<file path="src/rtl/banco_pkg.sv">
// banco_pkg: shared sweep FSM state type and default sizes for the register bank.
package banco_pkg;
  typedef logic [0:0] estado_t;
  localparam estado_t OCIOSO = 1'b0;
  localparam estado_t LIMPANDO = 1'b1;
  localparam int LARGURA_PADRAO = 8;
  localparam int PROFUNDIDADE_PADRAO = 16;
endpackage

</file>
<file path="src/rtl/banco_registradores_param_if.sv">
// banco_registradores_param_if: decode/write-back bus of the register bank.
interface banco_registradores_param_if #(
  parameter int LARGURA = 8,
  parameter int PROFUNDIDADE = 16,
  parameter int NUM_LEITURA = 2
);
  localparam int AW = $clog2(PROFUNDIDADE);
  logic                           write;
  logic [AW-1:0]                  registradorEscrita;
  logic [LARGURA-1:0]             dado;
  logic [NUM_LEITURA*AW-1:0]      entrada;
  logic                           limpa;
  logic [NUM_LEITURA*LARGURA-1:0] saida;
  logic                           ocupado;
  modport master (output write, registradorEscrita, dado, entrada, limpa, input saida, ocupado);
  modport slave (input write, registradorEscrita, dado, entrada, limpa, output saida, ocupado);
endinterface

</file>
<file path="src/rtl/banco_porta_leitura.sv">
// banco_porta_leitura: one registered read port with optional write forwarding.
// Forwarding is compiled in when BANCO_BYPASS_EN is defined.
module banco_porta_leitura #(
  parameter int LARGURA = 8,
  parameter int AW = 4
) (
  input  logic               clk,
  input  logic               clr,
  input  logic               i_limpando,
  input  logic [AW-1:0]      i_end_leitura,
  input  logic [LARGURA-1:0] i_dado_mem,
  input  logic               i_escreve,
  input  logic [AW-1:0]      i_end_escrita,
  input  logic [LARGURA-1:0] i_dado_escrita,
  output logic [LARGURA-1:0] o_saida
);
`ifdef BANCO_BYPASS_EN
  localparam bit BYPASS = 1'b1;
`else
  localparam bit BYPASS = 1'b0;
`endif
  logic               w_colisao;
  logic [LARGURA-1:0] w_valor;
  logic [LARGURA-1:0] r_saida;
  assign w_colisao = i_escreve && (i_end_escrita == i_end_leitura);
  assign w_valor   = (BYPASS && w_colisao) ? i_dado_escrita : i_dado_mem;
  // stale array contents must not leak out while the sweep is running
  always_ff @(posedge clk or posedge clr)
    if (clr) r_saida <= '0;
    else r_saida <= i_limpando ? '0 : w_valor;
  assign o_saida = r_saida;
endmodule

</file>
<file path="src/rtl/banco_registradores_param.sv">
// banco_registradores_param: multi-port register bank with a one-entry-per-cycle clear sweep.
// Optional same-cycle write forwarding: BANCO_BYPASS_EN.
module banco_registradores_param
  import banco_pkg::*;
#(
  parameter int LARGURA = LARGURA_PADRAO,
  parameter int PROFUNDIDADE = PROFUNDIDADE_PADRAO,
  parameter int NUM_LEITURA = 2
) (
  input logic clk,
  input logic clr,
  banco_registradores_param_if.slave bus
);
  localparam int AW = $clog2(PROFUNDIDADE);
  logic [LARGURA-1:0]             r_mem [PROFUNDIDADE];
  estado_t                        r_estado;
  logic [AW-1:0]                  r_ptr;
  logic                           w_limpando;
  logic                           w_escreve;
  logic [NUM_LEITURA*LARGURA-1:0] w_saida;
  assign w_limpando = (r_estado == LIMPANDO);
  assign w_escreve  = !w_limpando && !bus.limpa && bus.write;
  always_ff @(posedge clk or posedge clr)
    if (clr) begin
      r_estado <= LIMPANDO;
      r_ptr    <= '0;
    end else if (w_limpando) begin
      r_ptr <= r_ptr + 1'b1;
      if (&r_ptr) r_estado <= OCIOSO;
    end else if (bus.limpa) begin
      r_estado <= LIMPANDO;
      r_ptr    <= '0;
    end
  // array has no reset; the sweep zeroes it one entry per edge
  always_ff @(posedge clk)
    if (w_limpando) r_mem[r_ptr] <= '0;
    else if (w_escreve) r_mem[bus.registradorEscrita] <= bus.dado;
  for (genvar g = 0; g < NUM_LEITURA; g++) begin : g_porta
    banco_porta_leitura #(.LARGURA(LARGURA), .AW(AW)) u_porta (
      .clk           (clk),
      .clr           (clr),
      .i_limpando    (w_limpando),
      .i_end_leitura (bus.entrada[g*AW +: AW]),
      .i_dado_mem    (r_mem[bus.entrada[g*AW +: AW]]),
      .i_escreve     (w_escreve),
      .i_end_escrita (bus.registradorEscrita),
      .i_dado_escrita(bus.dado),
      .o_saida       (w_saida[g*LARGURA +: LARGURA])
    );
  end
  assign bus.saida   = w_saida;
  assign bus.ocupado = w_limpando;
endmodule

</file>
<file path="src/flat_wrapper.sv">
// flat-port wrapper written by rule: the top's interface ports become plain ports
module banco_registradores_param_flat import banco_pkg::*;
#(
  parameter int LARGURA = LARGURA_PADRAO,
  parameter int PROFUNDIDADE = PROFUNDIDADE_PADRAO,
  parameter int NUM_LEITURA = 2
)
  (clk, clr, bus_write, bus_registradorEscrita, bus_dado, bus_entrada, bus_limpa, bus_saida, bus_ocupado);
  banco_registradores_param_if #(.LARGURA(LARGURA), .PROFUNDIDADE(PROFUNDIDADE), .NUM_LEITURA(NUM_LEITURA)) bus_i ();
  input logic clk;
  input logic clr;
  input wire logic [$bits(bus_i.write)-1:0] bus_write;
  input wire logic [$bits(bus_i.registradorEscrita)-1:0] bus_registradorEscrita;
  input wire logic [$bits(bus_i.dado)-1:0] bus_dado;
  input wire logic [$bits(bus_i.entrada)-1:0] bus_entrada;
  input wire logic [$bits(bus_i.limpa)-1:0] bus_limpa;
  output wire logic [$bits(bus_i.saida)-1:0] bus_saida;
  output wire logic [$bits(bus_i.ocupado)-1:0] bus_ocupado;
  assign bus_i.write = bus_write;
  assign bus_i.registradorEscrita = bus_registradorEscrita;
  assign bus_i.dado = bus_dado;
  assign bus_i.entrada = bus_entrada;
  assign bus_i.limpa = bus_limpa;
  assign bus_saida = bus_i.saida;
  assign bus_ocupado = bus_i.ocupado;
  banco_registradores_param #(.LARGURA(LARGURA), .PROFUNDIDADE(PROFUNDIDADE), .NUM_LEITURA(NUM_LEITURA)) u_core (.clk(clk), .clr(clr), .bus(bus_i));
endmodule
</file>
<file path="config.mk">
export PLATFORM = sky130hd
export DESIGN_NAME = banco_registradores_param_flat
export DESIGN_NICKNAME = d
export VERILOG_FILES = /design/src/rtl/banco_pkg.sv /design/src/rtl/banco_registradores_param_if.sv /design/src/rtl/banco_porta_leitura.sv /design/src/rtl/banco_registradores_param.sv /design/src/flat_wrapper.sv
export SDC_FILE = /design/constraint.sdc
export NUM_CORES = 1
export LEC_CHECK = 0
export ABC_AREA = 1
export BUFFER_PORTS_ARGS = -buffer_cell sky130_fd_sc_hd__buf_2
export CORE_MARGIN = 4
export CORE_UTILIZATION = 41
export DETAILED_ROUTE_END_ITERATION = 16
export GPL_TIMING_DRIVEN = 0
export HOLD_SLACK_MARGIN = 0.1
export PLACE_DENSITY_LB_ADDON = 0.2
export SYNTH_ARGS = -nofsm -noshare
export SYNTH_HDL_FRONTEND = slang
export SYNTH_HIERARCHICAL = 1
export SYNTH_SLANG_ARGS = --single-unit
</file>
<file path="constraint.sdc">
create_clock -name clk -period 2.5 [get_ports clk]
set_clock_uncertainty 0.15 [all_clocks]
set_input_delay 0.5 -clock clk [delete_from_list [all_inputs] [get_ports clk]]
set_output_delay 0.5 -clock clk [all_outputs]
set_load 0.01 [all_outputs]
</file>
==> results.toml, run 1 <==
[synthesis]
synthAdderAreaFrac_pct = 0.159
ys_seq_area_share_pct = 55.6
syn_nets = 975
synthArstFlopShare_pct = 14.1
yosysTopAreaCell = "edfxtp_1"
synth_edf_count = 128
synth.most_common_cell = "nand2_1"
synth_top_cell_area_share_pct = 48.9
ys_ff_latch = 149
synth-xor-area-share_pct = 0
ys_warn_count = 6
synth_cell_types = 26
synth_common_cells = "282 x nand2_1, 224 x nand3_1, 167 x inv_1"
synthCells = 950
synth-compound-area-share_pct = 0.986
synth_top_family_by_area = "simple AND/OR/NAND/NOR gates"
synthFlopType = "edfxtp_1"
synth.mux.area_fraction_pct = 0
synth_area_leaders = "edfxtp_1 49%, nand3_1 14%, nand2_1 13%"
syn_area_per_cell_um2 = 8.28
yosys.area_share.simple_pct = 31.7
syn-cell-area_mm2 = 0.00787

[timing]
hold_slack_ps = 205
grt_setup_unrepaired = "yes"
tns_ps = -412
setup_violations = 34
finalMaxSlewViolations = 0
clock.fmax_ghz = 0.396
period_share_pct = 101
finalHoldViolCount = 0
layout_setup_ws_ps = -22.9
period_needed_ps = 2520
worst_pin_slew_ps = 1370
relSlewSlack_pct = 8.10

[clock_tree]
clock_latency_ps = 430
cts_tree = "yes"
cts_sinks = 149
root_buffer = "clkbuf_16"
cts_buffers = 17
htreeDepth = 4
clockBufferDepth = 2
clk_pin_slew_ps = 60

[power_and_ir_drop]
power_uw = 7850
p_per_area_mw_per_mm2 = 869
power_leakage_uw = 0.00425
max-vdd-ir-drop_mv = 0.568

[worst_setup_path]
crit_start = "u_core/bus.ocupado$_DFF_PP1_"
critical_path_required_ps = 2410
worstPathMaxFanout = 10
slowest_delay_ps = 740
critPathArrivalTime_ps = 2430
path_cells = "nor2_4 > nand2_4 > buf_4 > nand2_1 > nand2_2 > nand3_2 > nor2_2"
worstSetupEndpoint = "u_core/r_mem[10][7]$_DFFE_PP_"
reg2reg_from = "u_core/bus.ocupado$_DFF_PP1_"
critPathLaunchType = "register"
crit_type = "reg2reg"
r2r_end = "u_core/r_mem[10][7]$_DFFE_PP_"
critPathSlowestCell = "dfstp_2"
r2r_cells = 7
setup.worst_path.end_class = "register"
ff2ff_setup_slack_ps = -20

[outcome]
status = "finished, violations left"
violations = "setup timing"

[routing]
dr_total_vias = 6722
ant_nets = 0
vias_per_cell = 5.37
dr.pass1.iters = 5
drc = 0
drt_iter0_drc = 941
wl_per_cell_um = 20.1
wl_mm = 25.1

[die]
ios = 41
die_h_um = 147
rows = 50
initial_utilization_pct = 41.9
die-area_mm2 = 0.0215
core-area_mm2 = 0.0188
die_w_um = 147

[cells_and_area]
fill_cells = 1830
n_antenna_cell = 0
fin_nets = 1029
drive_gt1_share_pct = 13.9
fin_cells = 1251
syn2layout_area_growth_pct = 14.8

[global_routing]
grt_pass1_vias = 6376
antenna_found_initial = 0
overflow = 0
grt_pass1_wl_mm = 38.3
grt_max_degree = 17
gr-usage-all-layers_pct = 23.8

[placed_design]
numPortBuffers = 34
dp_hpwl_mm = 17.5
dp.cells = 1218
place_congestion = 0.996

[hold_path]
min_path_type = "in2reg"

[job]
maxCapViolations = 0
## registers in the layout, indices dropped and copies added (netlist names)
name	flops
u_core/r_mem	128
u_core/bus.ocupado	1
u_core/r_ptr	4
u_core/g_porta.u_porta/o_saida	16
## where the power goes
part,leakage [uW],internal (uW),switching (uW)
clock network,0.000285,1660,1010
registers,0.00155,3170,144
logic,0.00242,510,1350
total,0.00425,5340,2510
## cells by family (layout without fill, tap and decap cells)
group / Yosys count / in the layout
and+or+nand+nor: 568 / 568
AOI/OAI and AO/OA: 8 / 8
DFF: 149 / 149
buffers and inverters: 224 / 291
adders and majority gates: 1 / 1
## layer usage
metal	GRT usage, %	wire, um
met1	33.7	10600
met2	34.8	10800
met3	5.31	2680
met4	11.2	1030
met5	0	0
## layout make-up
class | instances | area, um^2 | share of cell area [%]
buffer | 52 | 263 | 2.91
clock buffer | 18 | 429 | 4.75
clock inverter | 14 | 184 | 2.04
inverter | 172 | 648 | 7.18
multi-input combinational | 577 | 2660 | 29.5
sequential | 149 | 4370 | 48.4
tap | 234 | 293 | 3.24
timing repair buffer | 35 | 180 | 2.00
## per-stage QoR
stage / worst slack (ps) / util [%] / area (um^2)
after detailed placement: -294 / 44.4 / 8330
after floorplan: 409 / - / 7870
final: -22.9 / 48.1 / 9030
after global placement: -254 / 44.4 / 8330
after global routing: -126 / 48.1 / 9030
after CTS: -251 / 47.8 / 8980
## cell usage in the layout, fill, tap and decap left out, types with 2 or more instances in the layout
master,Yosys,final
a21oi_1,2,2
buf_1,4,4
buf_2,26,60
buf_6,2,2
bufinv_16,0,4
clkbuf_1,18,19
clkbuf_16,0,17
clkinv_1,0,3
clkinvlp_4,0,4
dfrtp_1,20,20
edfxtp_1,128,128
inv_1,167,167
inv_2,4,4
nand2_1,282,282
nand2_2,9,9
nand2_4,3,3
nand3_1,224,224
nand3_2,4,4
nor2_1,43,21
nor2_2,0,17
nor2_4,1,6
o21ai_0,2,2
o21ai_4,3,3
## timing repair
item | in CTS | in global routing
setup buffers | 0 | 0
endpoints found under the hold margin | 20 | 0
hold buffers | 1 | 0
resized for setup | 8 | 14
setup endpoints to repair | 123 | 152
## worst min path at each step
stage                                 from                            to  slack (ps)  depth (start not counted)
2_1_floorplan                          clr   u_core/r_ptr[0]$_DFFE_PP0P_         130                          1
3_3_place_gp   u_core/r_ptr[3]$_DFFE_PP0P_  u_core/bus.ocupado$_DFF_PP1_         300                          1
3_5_place_dp   u_core/r_ptr[3]$_DFFE_PP0P_  u_core/bus.ocupado$_DFF_PP1_         310                          1
4_1_cts                          bus_limpa   u_core/r_ptr[1]$_DFFE_PP0P_         190                          4
5_1_grt                          bus_limpa   u_core/r_ptr[1]$_DFFE_PP0P_         200                          4
6_report                         bus_limpa   u_core/r_ptr[1]$_DFFE_PP0P_         200                          4
## worst max-delay path, delay by kind of cell (launching register included)
| family | cells | cell delay (ps) |
|---|---|---|
| simple gates | 6 | 1060 |
| flops | 1 | 740 |
| buf+inv | 1 | 190 |
No activity file was read; power rests on OpenSTA's default activity.
==> run 2, diff against run 1 <==
ABC_AREA = 0   (was 1)
PLACE_DENSITY = 0.57   (was not set)
PLACE_DENSITY_LB_ADDON = not set   (was 0.2)
==> run 2 against run 1 <==
Synthesized cell count down 62%. Sequential share of layout area rose by 3.7 points. Clock power is 13% lower. Worst setup slack better by 110 ps. Fmax is 4.4% higher. Largest cell class unchanged. Non-clock buffer count down 9. Design area is 7.0% lower. Area after synthesis fell by 12%. Routed wire length decreased by 35%. Sequential cell count is the same. The run now ends clean. Critical path type unchanged. Worst hold slack improved by 3.0 ps.
==> results.toml, run 2 <==
[outcome]
status = "completed"

[worst_setup_path]
worstPathMaxFanout = 19
critical_path_required_ps = 2410
path_buf_inv = 1
setup.worst_path.end_class = "register"
crit_type = "reg2reg"
critPathLaunchType = "register"
critPathArrivalTime_ps = 2320
critPathSlowestCell = "dfstp_4"
slowest_delay_ps = 550
critPathTopFamily = "simple AND/OR/NAND/NOR gates"
path_cells = "nor3b_4 > buf_2 > a31oi_2 > nor3_4"

[timing]
clock.fmax_ghz = 0.414
relSlewSlack_pct = 46.3
setup_violations = 0
period_share_pct = 96.6
worst_pin_slew_ps = 803
period_needed_ps = 2420
finalHoldViolCount = 0
grt_setup_unrepaired = "no"
layout_setup_ws_ps = 84.0
finalMaxSlewViolations = 0

[routing]
drc = 0
wl_per_cell_um = 24.5
wl_mm = 16.4
dr_total_vias = 3852
drt_iter0_drc = 308
ant_nets = 0
vias_per_cell = 5.75
dr.pass1.iters = 5

[global_routing]
grt_pass1_wl_mm = 24.3
antenna_found_initial = 0
overflow = 0
grt_max_degree = 20
grt_pass1_vias = 4033
gr-usage-all-layers_pct = 18.4

[cells_and_area]
final_cell_mix = "128 x edfxtp_1, 46 x buf_2, 34 x mux4_2"
largest-register = "u_core/r_mem"
fin_cells = 670
largest_reg_flops = 128
fin_nets = 462
syn2layout_area_growth_pct = 21.7
final_common_cell = "edfxtp_1"
n_antenna_cell = 0
drive_gt1_share_pct = 37.3

[clock_tree]
htreeDepth = 4
cts_tree = "yes"
clock_latency_ps = 420
cts_sinks = 149
clockBufferDepth = 2
root_buffer = "clkbuf_16"
clk_pin_slew_ps = 60
cts_buffers = 17

[hold_path]
min_path_type = "in2reg"

[power_and_ir_drop]
max-vdd-ir-drop_mv = 0.754
power_leakage_uw = 0.00309
p_per_area_mw_per_mm2 = 898

[synthesis]
synth_cell_types = 33
synth.most_common_cell = "edfxtp_1"
synth_edf_count = 128
ys_ff_latch = 149
yosysTopAreaCell = "edfxtp_1"
syn_area_per_cell_um2 = 19.1
synth_top_cell_area_share_pct = 55.7
syn-cell-area_mm2 = 0.00690
ys_warn_count = 6
synthCells = 362
synthArstFlopShare_pct = 14.1
synth_area_leaders = "edfxtp_1 56%, mux4_2 11%, mux4_1 11%"
synth_common_cells = "128 x edfxtp_1, 34 x mux4_2, 32 x a22oi_1"
ys_seq_area_share_pct = 63.3
synthFlopType = "edfxtp_1"
syn_nets = 387

[placed_design]
numPortBuffers = 38
dp.cells = 621
pre_cts_ws_ps = -713
dp_hpwl_mm = 11.2
place_congestion = 0.833

[die]
die_w_um = 138
die_h_um = 138
ios = 41
initial_utilization_pct = 41.8
rows = 47
die-area_mm2 = 0.0190
core-area_mm2 = 0.0165

[job]
maxCapViolations = 0
## run 2: changes by cell type in the layout (fill, tap and decap cells not counted), moves of 10 or more
cell,change
inv_1,-161
mux4_2,+34
nor2_2,-17
a22oi_1,+32
nand2_1,-264
nor2b_1,+18
nand3_1,-223
buf_2,-14
nor2_1,-18
nor3_4,+15
clkbuf_1,-17
and2_1,+10
mux4_1,+28
## run 2: metrics by stage
stage | TNS (ps) | hold slack (ps) | util [%] | total power, uW | area [um^2]
after detailed placement | -64560 | 325 | 44.8 | 4750 | 7400
final | 0 | 208 | 50.9 | 7540 | 8400
after global placement | -84370 | 322 | 44.6 | 4680 | 7370
after CTS | -42.2 | 189 | 50.2 | 7490 | 8290
after global routing | 0 | 198 | 50.9 | 7860 | 8400
after floorplan | 0 | 128 | - | 4240 | 6900
## run 2: worst paths after layout
path                                                                  endpoint                          from  depth (start not counted)  slack, ps
worst max-delay path                             u_core/r_mem[14][2]$_DFFE_PP_  u_core/bus.ocupado$_DFF_PP1_                          4         80
worst min-delay path                               u_core/r_ptr[1]$_DFFE_PP0P_                     bus_limpa                          2        210
worst max register to register                   u_core/r_mem[14][2]$_DFFE_PP_  u_core/bus.ocupado$_DFF_PP1_                          4         80
worst min register to register                     u_core/r_ptr[2]$_DFFE_PP0P_   u_core/r_ptr[2]$_DFFE_PP0P_                          1        460
max in group asynchronous       u_core/g_porta[0].u_porta/o_saida[3]$_DFF_PP0_                           clr                          3       1430
min in group asynchronous                          u_core/r_ptr[0]$_DFFE_PP0P_                           clr                          3        450
## run 2: metal layers
metal,vias up,track usage [%],wire length [um],share of wire [%]
li1,1695,-,-,-
met1,2019,23.8,6800,41
met2,114,29.5,8240,50
met3,24,5.30,924,5.6
met4,0,7.46,454,2.8
met5,-,0,0,0
## run 2: cell families (layout without fill, tap and decap cells)
family / after synthesis / in the layout / synth area share (%)
adder cells (fa/ha/maj): 1 / 1 / 0.181
buffers and inverters: 28 / 116 / 2.95
flip-flops: 149 / 149 / 63.3
AO/OA/AOI/OAI: 41 / 41 / 4.35
multiplexers: 70 / 70 / 23.4
AND/OR/NAND/NOR: 73 / 73 / 5.80
## run 2: repair_timing
| action | CTS | global route |
|---|---|---|
| hold endpoints to repair | 20 | 0 |
| endpoints found under the setup margin | 128 | 101 |
| pin swaps | 8 | 5 |
| buffers inserted | 12 | 4 |
| hold buffers | 1 | 0 |
| resized for setup | 30 | 5 |
## run 2: layout make-up
cell class / count / area (um^2)
plain buffers: 22 / 181
clock buffers: 19 / 433
clock inverters: 13 / 109
fillers: 1324 / 8120
inverters: 6 / 22.5
multi-input cells: 185 / 2560
flip-flops and latches: 149 / 4370
well taps: 220 / 275
repair buffers: 56 / 450
## run 2: report_power, final
group	total (uW)	internal, uW	switching [uW]	leakage, uW
clock network	2330	1360	970	0.000255
registers	3380	3180	201	0.00150
logic	1840	801	1030	0.00134
==> run 3, diff against run 2 <==
clock period = 2.9 ns   (was 2.5 ns; I/O delays follow)
==> run 3 against run 2 <==
Critical path depth is the same. Combinational power shrank 36%. Design area shrank 4.7%. Worst hold slack gained 87 ps. Utilization shrank 2.4 points. Clock-buffer cell count is the same. Worst setup slack lost 36 ps. Total power shrank 19%. Fmax shrank 15%. Routed wire length shrank 1.4%. Critical endpoint is now u_core/r_mem[1][4]$_DFFE_PP_.
==> results.toml, run 3 (synthesis gave the netlist of run 2 again) <==
[worst_setup_path]
critPathLaunchType = "register"
critPathArrivalTime_ps = 2740
crit_type = "reg2reg"
r2r_end = "u_core/r_mem[1][4]$_DFFE_PP_"
worstPathMaxFanout = 19
critical_path_required_ps = 2790
setup.worst_path.end_class = "register"
r2r_cells = 4
reg2reg_from = "u_core/bus.ocupado$_DFF_PP1_"
ff2ff_setup_slack_ps = 50

[routing]
drc = 0
ant_nets = 0
dr.pass1.iters = 4
wl_mm = 16.2
drt_iter0_drc = 325
wl_per_cell_um = 24.7
vias_per_cell = 5.81
dr_total_vias = 3810

[outcome]
status = "completed"

[global_routing]
gr-usage-all-layers_pct = 18.2
grt_pass1_vias = 3927
overflow = 0
grt_pass1_wl_mm = 23.8
antenna_found_initial = 0
grt_max_degree = 20

[cells_and_area]
stdcell_area_mm2 = 0.00801
fin_cells = 656
largest_reg_flops = 128
final_common_cell = "edfxtp_1"
syn2layout_area_growth_pct = 16.0
fin_nets = 448
drive_gt1_share_pct = 33.3
final_cell_mix = "128 x edfxtp_1, 47 x buf_2, 34 x mux4_2"
n_antenna_cell = 0
largest-register = "u_core/r_mem"

[die]
initial_utilization_pct = 41.8
ios = 41
die_h_um = 138
core-area_mm2 = 0.0165
die-area_mm2 = 0.0190
die_w_um = 138
rows = 47

[power_and_ir_drop]
power_leakage_uw = 0.00293
p_per_area_mw_per_mm2 = 761
max-vdd-ir-drop_mv = 0.439

[hold_path]
min_path_cells = 2
min_path_type = "in2reg"
worstHoldStart = "bus_limpa"
hold_end = "u_core/r_ptr[1]$_DFFE_PP0P_"

[clock_tree]
post_cts_buffers = 0
htreeDepth = 4
clock_latency_ps = 410
clockBufferDepth = 2
cts_tree = "yes"
root_buffer = "clkbuf_16"
clk_pin_slew_ps = 60
cts_buffers = 17
cts_sinks = 149

[placed_design]
dp.cells = 621
numPortBuffers = 38
place_congestion = 0.833
dpl-instance-area_mm2 = 0.00740
dp_hpwl_mm = 11.2

[timing]
relSlewSlack_pct = 28.8
grt_setup_unrepaired = "yes"
worst_pin_slew_ps = 1040
finalMaxSlewViolations = 0
finalHoldViolCount = 0
clock.fmax_ghz = 0.351
hold_slack_ps = 294
period_share_pct = 98.4
setup_violations = 0
period_needed_ps = 2850

[job]
maxCapViolations = 0
-- run 3: changes by cell type in the layout (fill, tap and decap cells not counted), moves of 2 or more --
cell     delta
nor3_4     -15
mux2i_1     +2
buf_4       -6
a31oi_1     +2
buf_12     -10
mux2i_4     -2
a32oi_2     -2
a31oi_2     -2
nor3_1      +2
a32oi_1     +2
nor3_2     +13
-- run 3: critical path: stages, from the launching register on --
cell,delay (ps)
dfstp_2,820
buf_2,290
nor2b_1,270
a32oi_1,210
nor3_2,750
-- run 3: power breakdown --
part           internal [uW]  leakage, uW  switching (uW)
Sequential              2740      0.00150             165
Clock                   1170     0.000255             830
Combinational            468      0.00117             713
Total                   4380      0.00293            1710
-- run 3: worst max path at each step --
stage / from / end / slack, ps / cells past startpoint
floorplan: bus_write / u_core/r_mem[13][0]$_DFFE_PP_ / 370 / 3
global placement: bus_limpa / u_core/r_mem[2][0]$_DFFE_PP_ / -450 / 4
detailed placement: bus_limpa / u_core/r_mem[12][2]$_DFFE_PP_ / -390 / 4
CTS: u_core/bus.ocupado$_DFF_PP1_ / u_core/r_mem[15][0]$_DFFE_PP_ / -180 / 3
global route: u_core/bus.ocupado$_DFF_PP1_ / u_core/r_mem[10][0]$_DFFE_PP_ / -120 / 4
finish: u_core/bus.ocupado$_DFF_PP1_ / u_core/r_mem[1][4]$_DFFE_PP_ / 50 / 4
-- run 3: what timing repair did --
action	in CTS	in global routing
endpoints found under the hold margin	20	0
gates resized for setup	7	1
cloned	0	0
endpoints found under the setup margin	72	64
hold buffers	1	0
-- run 3: metrics by stage --
| step | power [uW] | setup slack [ps] | utilization (%) | TNS [ps] |
|---|---|---|---|---|
| finish | 6090 | 47.6 | 48.5 | 0 |
| global route | 6350 | -117 | 48.5 | -4740 |
| CTS | 6130 | -183 | 48.4 | -4090 |
| detailed placement | 4100 | -393 | 44.8 | -23310 |
| global placement | 4030 | -450 | 44.6 | -40610 |
| floorplan | 3660 | 374 | - | 0 |
-- run 3: metal layers --
layer  wire length [um]  up-vias  GRT usage (%)
met4                438        0           7.46
met1               6700     1998           23.6
met3                986       22           5.30
met5                  0        -              0
li1                   -     1664              -
met2               8060      126           28.8
-- run 3: final cells by class --
| class | instances | area (um^2) |
|---|---|---|
| fill | 1374 | 8520 |
| sequential | 149 | 4370 |
| multi-input combinational | 185 | 2400 |
| clock buffer | 19 | 433 |
| tap | 220 | 275 |
| timing repair buffer | 42 | 218 |
| buffer | 22 | 181 |
| clock inverter | 13 | 109 |
| inverter | 6 | 22.5 |
